**config.mk**
```make
export PLATFORM = sky130hd
export DESIGN_NAME = operand_loader_flat
export DESIGN_NICKNAME = d
export VERILOG_FILES = /design/src/rtl/operand_loader_pkg.sv /design/src/rtl/operand_loader_if.sv /design/src/rtl/operand_loader.sv /design/src/flat_wrapper.sv
export SDC_FILE = /design/constraint.sdc
export NUM_CORES = 1
export LEC_CHECK = 0
export ABC_CLOCK_PERIOD_IN_PS = 2740
export CORE_MARGIN = 3
export CORE_UTILIZATION = 30
export CTS_CLUSTER_SIZE = 16
export DETAILED_ROUTE_END_ITERATION = 8
export SLEW_MARGIN = 10
export SYNTH_ARGS = -nofsm -noshare
export SYNTH_HDL_FRONTEND = slang
export SYNTH_SLANG_ARGS = --single-unit
```
**constraint.sdc**
```tcl
create_clock -name clk -period 2.74 [get_ports clk]
set_input_delay 0.548 -clock clk [delete_from_list [all_inputs] [get_ports clk]]
set_output_delay 0.548 -clock clk [all_outputs]
set_load 0.01 [all_outputs]
```
**src/rtl/operand_loader_pkg.sv**
```systemverilog
// Shared definitions for the operand loader: FSM encoding, opcodes, frame header
// and error cause codes.
package operand_loader_pkg;

    typedef enum logic [1:0] {
        ST_IDLE  = 2'd0,
        ST_LOAD  = 2'd1,
        ST_ISSUE = 2'd2,
        ST_WAIT  = 2'd3
    } state_e;

    localparam logic [1:0] ALU_ADD = 2'b00;
    localparam logic [1:0] ALU_SUB = 2'b01;
    localparam logic [1:0] ALU_MUL = 2'b10;
    localparam logic [1:0] ALU_DIV = 2'b11;

    localparam logic [3:0] HDR_NIBBLE = 4'hA;

    localparam logic [1:0] ERR_NONE = 2'b00;
    localparam logic [1:0] ERR_HDR  = 2'b01;
    localparam logic [1:0] ERR_DIV0 = 2'b10;
    localparam logic [1:0] ERR_TMO  = 2'b11;

    function automatic logic hdr_ok(input logic [3:0] nibble);
        return (nibble == HDR_NIBBLE);
    endfunction

endpackage

```
**src/rtl/operand_loader_if.sv**
```systemverilog
// Byte-stream input, operand/opcode issue bus and error report of the operand loader.
interface operand_loader_if #(
    parameter int in_data_width = 16,
    parameter int BYTE_W        = 8
);
    logic [BYTE_W-1:0]               rx_data;
    logic                            rx_valid;
    logic                            rx_ready;
    logic signed [in_data_width-1:0] a;
    logic signed [in_data_width-1:0] b;
    logic [1:0]                      alu_fun;
    logic                            arith_enable;
    logic                            arith_done;
    logic                            err;
    logic [1:0]                      err_code;

    modport master (
        input  rx_data, rx_valid, arith_done,
        output rx_ready, a, b, alu_fun, arith_enable, err, err_code
    );

    modport slave (
        output rx_data, rx_valid, arith_done,
        input  rx_ready, a, b, alu_fun, arith_enable, err, err_code
    );
endinterface

```
**src/rtl/operand_loader.sv**
```systemverilog
// Assembles a 5-byte CMD/A/B frame from the byte stream, issues it to the arithmetic
// stage with a one-cycle strobe and supervises completion with a bounded wait.
module operand_loader
    import operand_loader_pkg::*;
#(
    parameter int in_data_width = 16,
    parameter int BYTE_W        = 8,
    parameter int WAIT_MAX      = 4
) (
    input  logic                 clk,
    input  logic                 rst,
    operand_loader_if.master     bus
);

    localparam int WCNT_W = $clog2(WAIT_MAX + 1);
    localparam logic [WCNT_W-1:0] WCNT_LAST = WCNT_W'(WAIT_MAX - 1);

    state_e                     state_q, state_d;
    logic [1:0]                 bcnt_q, bcnt_d;
    logic [WCNT_W-1:0]          wcnt_q, wcnt_d;
    logic [1:0]                 op_q, op_d;
    logic [BYTE_W-1:0]          a_lo_q, a_lo_d;
    logic [BYTE_W-1:0]          a_hi_q, a_hi_d;
    logic [BYTE_W-1:0]          b_lo_q, b_lo_d;
    logic [in_data_width-1:0]   a_q, a_d;
    logic [in_data_width-1:0]   b_q, b_d;
    logic [1:0]                 alu_q, alu_d;
    logic                       en_q, en_d;
    logic                       err_q, err_d;
    logic [1:0]                 code_q, code_d;
    logic                       rdy_q, rdy_d;
    logic                       accept_s;

    assign accept_s = bus.rx_valid && rdy_q;

    // Next-state, frame assembly, issue and error decisions.
    always_comb begin
        state_d = state_q;
        bcnt_d  = bcnt_q;
        wcnt_d  = wcnt_q;
        op_d    = op_q;
        a_lo_d  = a_lo_q;
        a_hi_d  = a_hi_q;
        b_lo_d  = b_lo_q;
        a_d     = a_q;
        b_d     = b_q;
        alu_d   = alu_q;
        err_d   = 1'b0;
        code_d  = ERR_NONE;

        case (state_q)
            ST_IDLE: begin
                bcnt_d = 2'd0;
                wcnt_d = '0;
                if (accept_s) begin
                    if (hdr_ok(bus.rx_data[BYTE_W-1 -: 4])) begin
                        op_d    = bus.rx_data[1:0];
                        state_d = ST_LOAD;
                    end else begin
                        err_d  = 1'b1;
                        code_d = ERR_HDR;
                    end
                end else begin
                    state_d = ST_IDLE;
                end
            end
            ST_LOAD: begin
                if (accept_s) begin
                    bcnt_d = bcnt_q + 2'd1;
                    case (bcnt_q)
                        2'd0: a_lo_d = bus.rx_data;
                        2'd1: a_hi_d = bus.rx_data;
                        2'd2: b_lo_d = bus.rx_data;
                        2'd3: begin
                            // B_HI goes straight from the bus into b; no shadow needed.
                            if ((op_q == ALU_DIV) && ({bus.rx_data, b_lo_q} == '0)) begin
                                err_d   = 1'b1;
                                code_d  = ERR_DIV0;
                                state_d = ST_IDLE;
                            end else begin
                                a_d     = {a_hi_q, a_lo_q};
                                b_d     = {bus.rx_data, b_lo_q};
                                alu_d   = op_q;
                                state_d = ST_ISSUE;
                            end
                        end
                        default: state_d = ST_IDLE;
                    endcase
                end else begin
                    state_d = ST_LOAD;
                end
            end
            ST_ISSUE: begin
                wcnt_d  = '0;
                state_d = ST_WAIT;
            end
            ST_WAIT: begin
                if (bus.arith_done) begin
                    wcnt_d  = '0;
                    state_d = ST_IDLE;
                end else if (wcnt_q == WCNT_LAST) begin
                    wcnt_d  = '0;
                    err_d   = 1'b1;
                    code_d  = ERR_TMO;
                    state_d = ST_IDLE;
                end else begin
                    wcnt_d = wcnt_q + WCNT_W'(1);
                end
            end
            default: state_d = ST_IDLE;
        endcase

        en_d  = (state_d == ST_ISSUE);
        rdy_d = (state_d == ST_IDLE) || (state_d == ST_LOAD);
    end

    // State and registered outputs; reset discards any partial frame.
    always_ff @(posedge clk or negedge rst) begin
        if (!rst) begin
            state_q <= ST_IDLE;
            bcnt_q  <= 2'd0;
            wcnt_q  <= '0;
            op_q    <= ALU_ADD;
            a_lo_q  <= '0;
            a_hi_q  <= '0;
            b_lo_q  <= '0;
            a_q     <= '0;
            b_q     <= '0;
            alu_q   <= ALU_ADD;
            en_q    <= 1'b0;
            err_q   <= 1'b0;
            code_q  <= ERR_NONE;
            rdy_q   <= 1'b0;
        end else begin
            state_q <= state_d;
            bcnt_q  <= bcnt_d;
            wcnt_q  <= wcnt_d;
            op_q    <= op_d;
            a_lo_q  <= a_lo_d;
            a_hi_q  <= a_hi_d;
            b_lo_q  <= b_lo_d;
            a_q     <= a_d;
            b_q     <= b_d;
            alu_q   <= alu_d;
            en_q    <= en_d;
            err_q   <= err_d;
            code_q  <= code_d;
            rdy_q   <= rdy_d;
        end
    end

    assign bus.rx_ready     = rdy_q;
    assign bus.a            = a_q;
    assign bus.b            = b_q;
    assign bus.alu_fun      = alu_q;
    assign bus.arith_enable = en_q;
    assign bus.err          = err_q;
    assign bus.err_code     = code_q;

endmodule

```
**src/flat_wrapper.sv**
```systemverilog
// flat-port wrapper written by rule: the top's interface ports become plain ports
module operand_loader_flat import operand_loader_pkg::*;
#(
    parameter int in_data_width = 16,
    parameter int BYTE_W        = 8,
    parameter int WAIT_MAX      = 4
)
  (clk, rst, bus_rx_data, bus_rx_valid, bus_arith_done, bus_rx_ready, bus_a, bus_b, bus_alu_fun, bus_arith_enable, bus_err, bus_err_code);
  operand_loader_if #(.in_data_width(in_data_width), .BYTE_W(BYTE_W)) bus_i ();
  input  logic clk;
  input  logic rst;
  input wire logic [$bits(bus_i.rx_data)-1:0] bus_rx_data;
  input wire logic [$bits(bus_i.rx_valid)-1:0] bus_rx_valid;
  input wire logic [$bits(bus_i.arith_done)-1:0] bus_arith_done;
  output wire logic [$bits(bus_i.rx_ready)-1:0] bus_rx_ready;
  output wire logic [$bits(bus_i.a)-1:0] bus_a;
  output wire logic [$bits(bus_i.b)-1:0] bus_b;
  output wire logic [$bits(bus_i.alu_fun)-1:0] bus_alu_fun;
  output wire logic [$bits(bus_i.arith_enable)-1:0] bus_arith_enable;
  output wire logic [$bits(bus_i.err)-1:0] bus_err;
  output wire logic [$bits(bus_i.err_code)-1:0] bus_err_code;
  assign bus_i.rx_data = bus_rx_data;
  assign bus_i.rx_valid = bus_rx_valid;
  assign bus_i.arith_done = bus_arith_done;
  assign bus_rx_ready = bus_i.rx_ready;
  assign bus_a = bus_i.a;
  assign bus_b = bus_i.b;
  assign bus_alu_fun = bus_i.alu_fun;
  assign bus_arith_enable = bus_i.arith_enable;
  assign bus_err = bus_i.err;
  assign bus_err_code = bus_i.err_code;
  operand_loader #(.in_data_width(in_data_width), .BYTE_W(BYTE_W), .WAIT_MAX(WAIT_MAX)) u_core (.clk(clk), .rst(rst), .bus(bus_i));
endmodule
```
[Yosys cells after proc, flatten, opt, wreduce, memory -nomap -nowiden]
Index checks and enable logic that the tools add are counted.
Storage, ports and cells
  memories kept: 0
  bits in latches: 0
  flip-flop bits (word level): 72
  RAM bits: 0
  word-level logic and storage cells: 74
  bits of input ports: 12
  memory bits (read-only): 0
Operators by class
  multiplexer cells: 29
  magnitude comparators: 0
  multiply operators: 0
  shift-type cells: 0
  divide/modulo/power cells: 0
  reductions and logical operators: 16
  add/sub/neg operators: 2
  equality and inequality tests: 12
  bitwise gates (word level): 1
Operator list (number)
  2-to-1 mux 2 bit: 14
  logical NOT 16 bit: 1
  equality test 2 bit (second input constant): 6
  AND reduction 3 bit: 4
  2-to-1 mux 1 bit: 8
  case mux 2 bit (4 select lines): 1
  equality test 2 x 1 -> 1 bit (second input constant): 3
  logical NOT 2 bit: 3
  2-to-1 mux 3 bit: 2
  case mux 2 bit (3 select lines): 1
  case mux 3 bit (2 select lines): 1
  equality test 4 bit (second input constant): 1
  case mux 2 bit (2 select lines): 1
  AND reduction 4 bit: 1
  nonzero test 2 bit: 2
  adder 3 x 1 -> 3 bit (second input constant): 1
  equality test 3 x 2 -> 1 bit (second input constant): 1
  case mux 1 bit (3 select lines): 1
  adder 2 x 1 -> 2 bit (second input constant): 1
  logical AND 1 bit: 2
  inequality test 2 x 1 -> 1 bit (second input constant): 1
  AND reduction 2 bit: 1
  OR reduction 2 bit: 1
  logical OR 1 bit: 1
  NOT 1 bit: 1

[Depth between registers and ports, before layout]
  depth in word-level cells: 8
  gate-level depth with buffers: 6

[Worst setup path before layout]
Ideal clock, no wire load.
  path kind: register -> register
  start: register u_core.b_lo_q[1]
  end: register u_core.a_q[0], in the netlist u_core.bus.a[0]
  cell stages (with the launch flop): 6
  setup time: 127 ps
  clock period less this slack: 1783 ps
  arrival: 1656 ps
  path slack: 957 ps
  buffers on the path: 1
  required time: 2613 ps
  cells stage by stage: dfrtp_1 or4b_1 nor3_2 a21o_4 buf_6 mux2_1
Between the ends
  longest elaborated chain between the ends: 4
RTL lines
  start, declared: RTL line operand_loader.sv:24  | logic [BYTE_W-1:0] b_lo_q, b_lo_d;
  start signal, assigned: RTL line operand_loader.sv:141  | b_lo_q <= b_lo_d;
  logical NOT 16 bit: RTL line operand_loader.sv:76  | if ((op_q == ALU_DIV) && ({bus.rx_data, b_lo_q} == '0)) begin
  logical AND 1 bit: RTL line operand_loader.sv:76
  NOT 1 bit (no source line)
  AND reduction 4 bit (no source line)
  end signal, assigned: RTL line operand_loader.sv:127  | a_q <= '0;
  end signal, assigned: RTL line operand_loader.sv:142  | a_q <= a_d;
  end, declared: RTL line operand_loader.sv:25  | logic [in_data_width-1:0] a_q, a_d;
Every way passes these cells.
A chain may end at the register's enable or synchronous reset.

[Worst setup path after layout]
  start: input port bus_rx_data[2]
  end: register u_core.a_q[11], in the netlist u_core.bus.a[11]
Between the ends
  longest elaborated chain between the ends: 4
RTL lines
  start, declared: RTL line flat_wrapper.sv:12  | input wire logic [$bits(bus_i.rx_data)-1:0] bus_rx_data;
  logical NOT 16 bit: RTL line operand_loader.sv:76
  logical AND 1 bit: RTL line operand_loader.sv:76
  NOT 1 bit (no source line)
  AND reduction 4 bit (no source line)
Every way passes these cells.

==> results.md <==
- Area leader, netlist: dfrtp_1
- Clock share of power: between 20% and 30%
- # clock sinks: 72
- Post-CTS setup repair buffer count: 0
- Starting density of the core: 31.0%
- N_diodes: 0
- CTS tree: built
- Mapped Nets: 211
- Post-Syn Instances: 194
- Peak VDD IR: between 300 and 400 uV
- Via count: 1812
- Routed len/inst: 16.6 um
- Post-Syn Area: 2880 um^2
- Initial drt markers: 67
- Die Y: 104 um
- Layout cells sized above 1: 22.9%
- Combinational group share of total power: approximately 31%
- Hold Fails Final Rpt: 0
- Final period util: just under 80%
- HP Class: input port to asynchronous set/reset pin
- Worst EP arrival: 2.33 ns
- Final Power: 3.88 mW
- Maxcap violations: 0
- Rel. slew slack: 66.9%
- Core footprint: 9280 um^2
- Pre-CTS WS: 0.246 ns
- DRT antenna net count: 0
- Skew-Pair Late Insertion Delay: 0.34 ns
- Kind of critical path: input port to register
- Most frequent cells in the layout: dfrtp_1 (72), clkdlybuf4s50_1 (49), mux2_2 (27), a22o_1 (19), mux2_1 (13)
- Setup crit end kind: register
- Crit-path max FO: 31
- Vias in the first global route: 1956
- CTS Hold Bufs: 0
- RSZ-0062 raised after global routing: false
- Switch share: 28.9%
- Vias per cell: 4.63
- First-pass GRT wire length: about 11000 um
- Post-route clock skew: 0.00910 ns
- Die Wd: about 100 um
- DR DRC count: 0
- NetSw: approximately 1.1 mW
- #FFs+latches synth: 72
- IO Count: 51
- Slew Limit Fails: 0
- Ranking of synthesized cells by area: dfrtp_1 (63%), mux2_2 (11%), a22o_1 (5.8%)
- Pwr dens: 1020 nW/um^2
- Rows: 35
- Hpwl dp: 4520 um
- Clock buffer depth: 2
- Leak pwr: 1.71 nW
- Initial antenna violation count: 0
- GR Overflow Total: 0
- Worst setup margin: 0.627 ns
- # port buffers: 50
- Final WL: 6480 um
- Worst path required time: 2.96 ns
- Fmax: roughly 470 MHz
- Post-synthesis sequential area ratio: 62.6%
- Largest net degree at the start of global routing: 37
- Final net count: 274
- Most common cell after layout, fill and taps aside: dfrtp_1
- CTS root buffer: clkbuf_8
- Status: finished clean
- # resized after CTS: 0
- Pint: 2.76 mW
- Clk slew on worst S/H paths: about 0.070 ns
- DR pass1 iterations: 6
- Syn_area_per_cell: 14.8 um^2
- Number of library cell types mapped by synthesis: 34
- TNS Setup: 0 ns
- YS warnings: 0
- Die Area: 10800 um^2
- Top cell type's share of synthesized area: 62.6%
- Reg power frac: between 40% and 50%
- Min cycle time layout: 2.11 ns
- Area Overhead vs Synth: 31.6%
- Gpl congestion: 0.747
- # setup viols final: 0
- Slew at the pin with the worst max-slew slack: 0.497 ns
- Final core occ: about two fifths
- Startpoint types: input port
- Total GRT Usage: 12.8%
- H-tree depth: 3
- Cts bufs inserted: 9
[kinds of logic after synthesis]
| family | after synthesis | synth area share, % |
|---|---|---|
| AO/OA/AOI/OAI | 31 | 8.65 |
| adder cells (fa/ha/maj) | 5 | 2.17 |
| buffers and inverters | 11 | 2.17 |
| flip-flops | 72 | 62.6 |
| multiplexers | 46 | 18.6 |
| AND/OR/NAND/NOR | 29 | 5.78 |
[power by group through the flow]
stage	combinational, mW	clock [mW]	sequential (mW)
6_report	1.21	0.898	1.77
5_1_grt	1.31	0.980	1.83
4_1_cts	1.24	0.935	1.78
3_5_place_dp	1.23	0	1.79
3_3_place_gp	1.20	0	1.79
2_1_floorplan	0.590	0	1.78
[final cells by class]
class | count | area [um^2]
clock buffer | 11 | 131
clock inverter | 5 | 81.3
fill | 901 | 5500
inverter | 3 | 13.8
multi-input combinational | 111 | 1010
sequential | 72 | 1800
tap | 129 | 161
timing repair buffer | 60 | 583
[state kept, by name, indices dropped and copies added, names as in the netlist]
signal                   cells
u_core.state_q               2
u_core.bus.rx_ready          1
u_core.op_q                  2
u_core.bcnt_q                2
u_core.bus.err_code          2
u_core.a_lo_q                8
u_core.b_lo_q                8
u_core.bus.a                16
u_core.bus.alu_fun           2
u_core.bus.err               1
u_core.wcnt_q                3
u_core.a_hi_q                8
u_core.bus.arith_enable      1
u_core.bus.b                16
[cells in the mapped netlist]
cell and number:
dfrtp_1 72, mux2_2 27, a22o_1 19, mux2_1 13, nand2_1 9, ha_1 5, mux2_4 5, o21ai_0 5
buf_2 3, clkbuf_1 3, a21oi_1 2, and3_1 2, buf_6 2, inv_1 2, nand3_1 2, nor2_1 2
nor2b_1 2, nor3_1 2, nor4_1 2, a21boi_0 1, a21o_4 1, a311oi_1 1, and2_1 1, and4b_1 1
inv_4 1, mux2i_1 1, nand2b_1 1, nand3b_1 1, nand4b_1 1, nor3_2 1, nor4b_1 1, o21bai_1 1
o41ai_1 1, or4b_1 1
[worst max-delay path, cell delays in order]
cell and delay, ns:
clkdlybuf4s50_1 0.50, nor4_1 0.23, and3_1 0.24, a21o_4 0.37
inv_4 0.12, mux2_4 0.32
[path summary, 6_finish.rpt]
check	startpoint	end	depth (start not counted)	slack [ns]
worst max register to register	u_core.b_lo_q[1]$_DFFE_PN0P_	u_core.bus.a[11]$_DFFE_PN0P_	5	0.65
worst min register to register	u_core.a_lo_q[0]$_DFFE_PN0P_	u_core.bus.a[0]$_DFFE_PN0P_	1	0.49
worst min-delay path	rst	u_core.a_hi_q[6]$_DFFE_PN0P_	1	0.17
min in group clk	u_core.a_lo_q[0]$_DFFE_PN0P_	u_core.bus.a[0]$_DFFE_PN0P_	1	0.49
max in group asynchronous	rst	u_core.bus.a[11]$_DFFE_PN0P_	2	1.96
worst max-delay path	bus_rx_data[2]	u_core.bus.a[11]$_DFFE_PN0P_	6	0.63
[metrics by stage]
| step | instance area [um^2] | hold WS (ns) | instances |
|---|---|---|---|
| floorplan | 2880 | 0.252 | 194 |
| global placement | 3570 | 0.463 | 375 |
| detailed placement | 3570 | 0.464 | 375 |
| CTS | 3790 | 0.171 | 391 |
| global route | 3790 | 0.183 | 391 |
| finish | 3790 | 0.171 | 391 |
[metal layers]
layer	wire [um]	share of wire, %	GRT usage, %
met1	2930	45	16.2
met2	3110	48	20.0
met3	329	5.1	5.28
met4	101	1.6	3.80
met5	0	0	0
(Power assumes the default switching activity.)
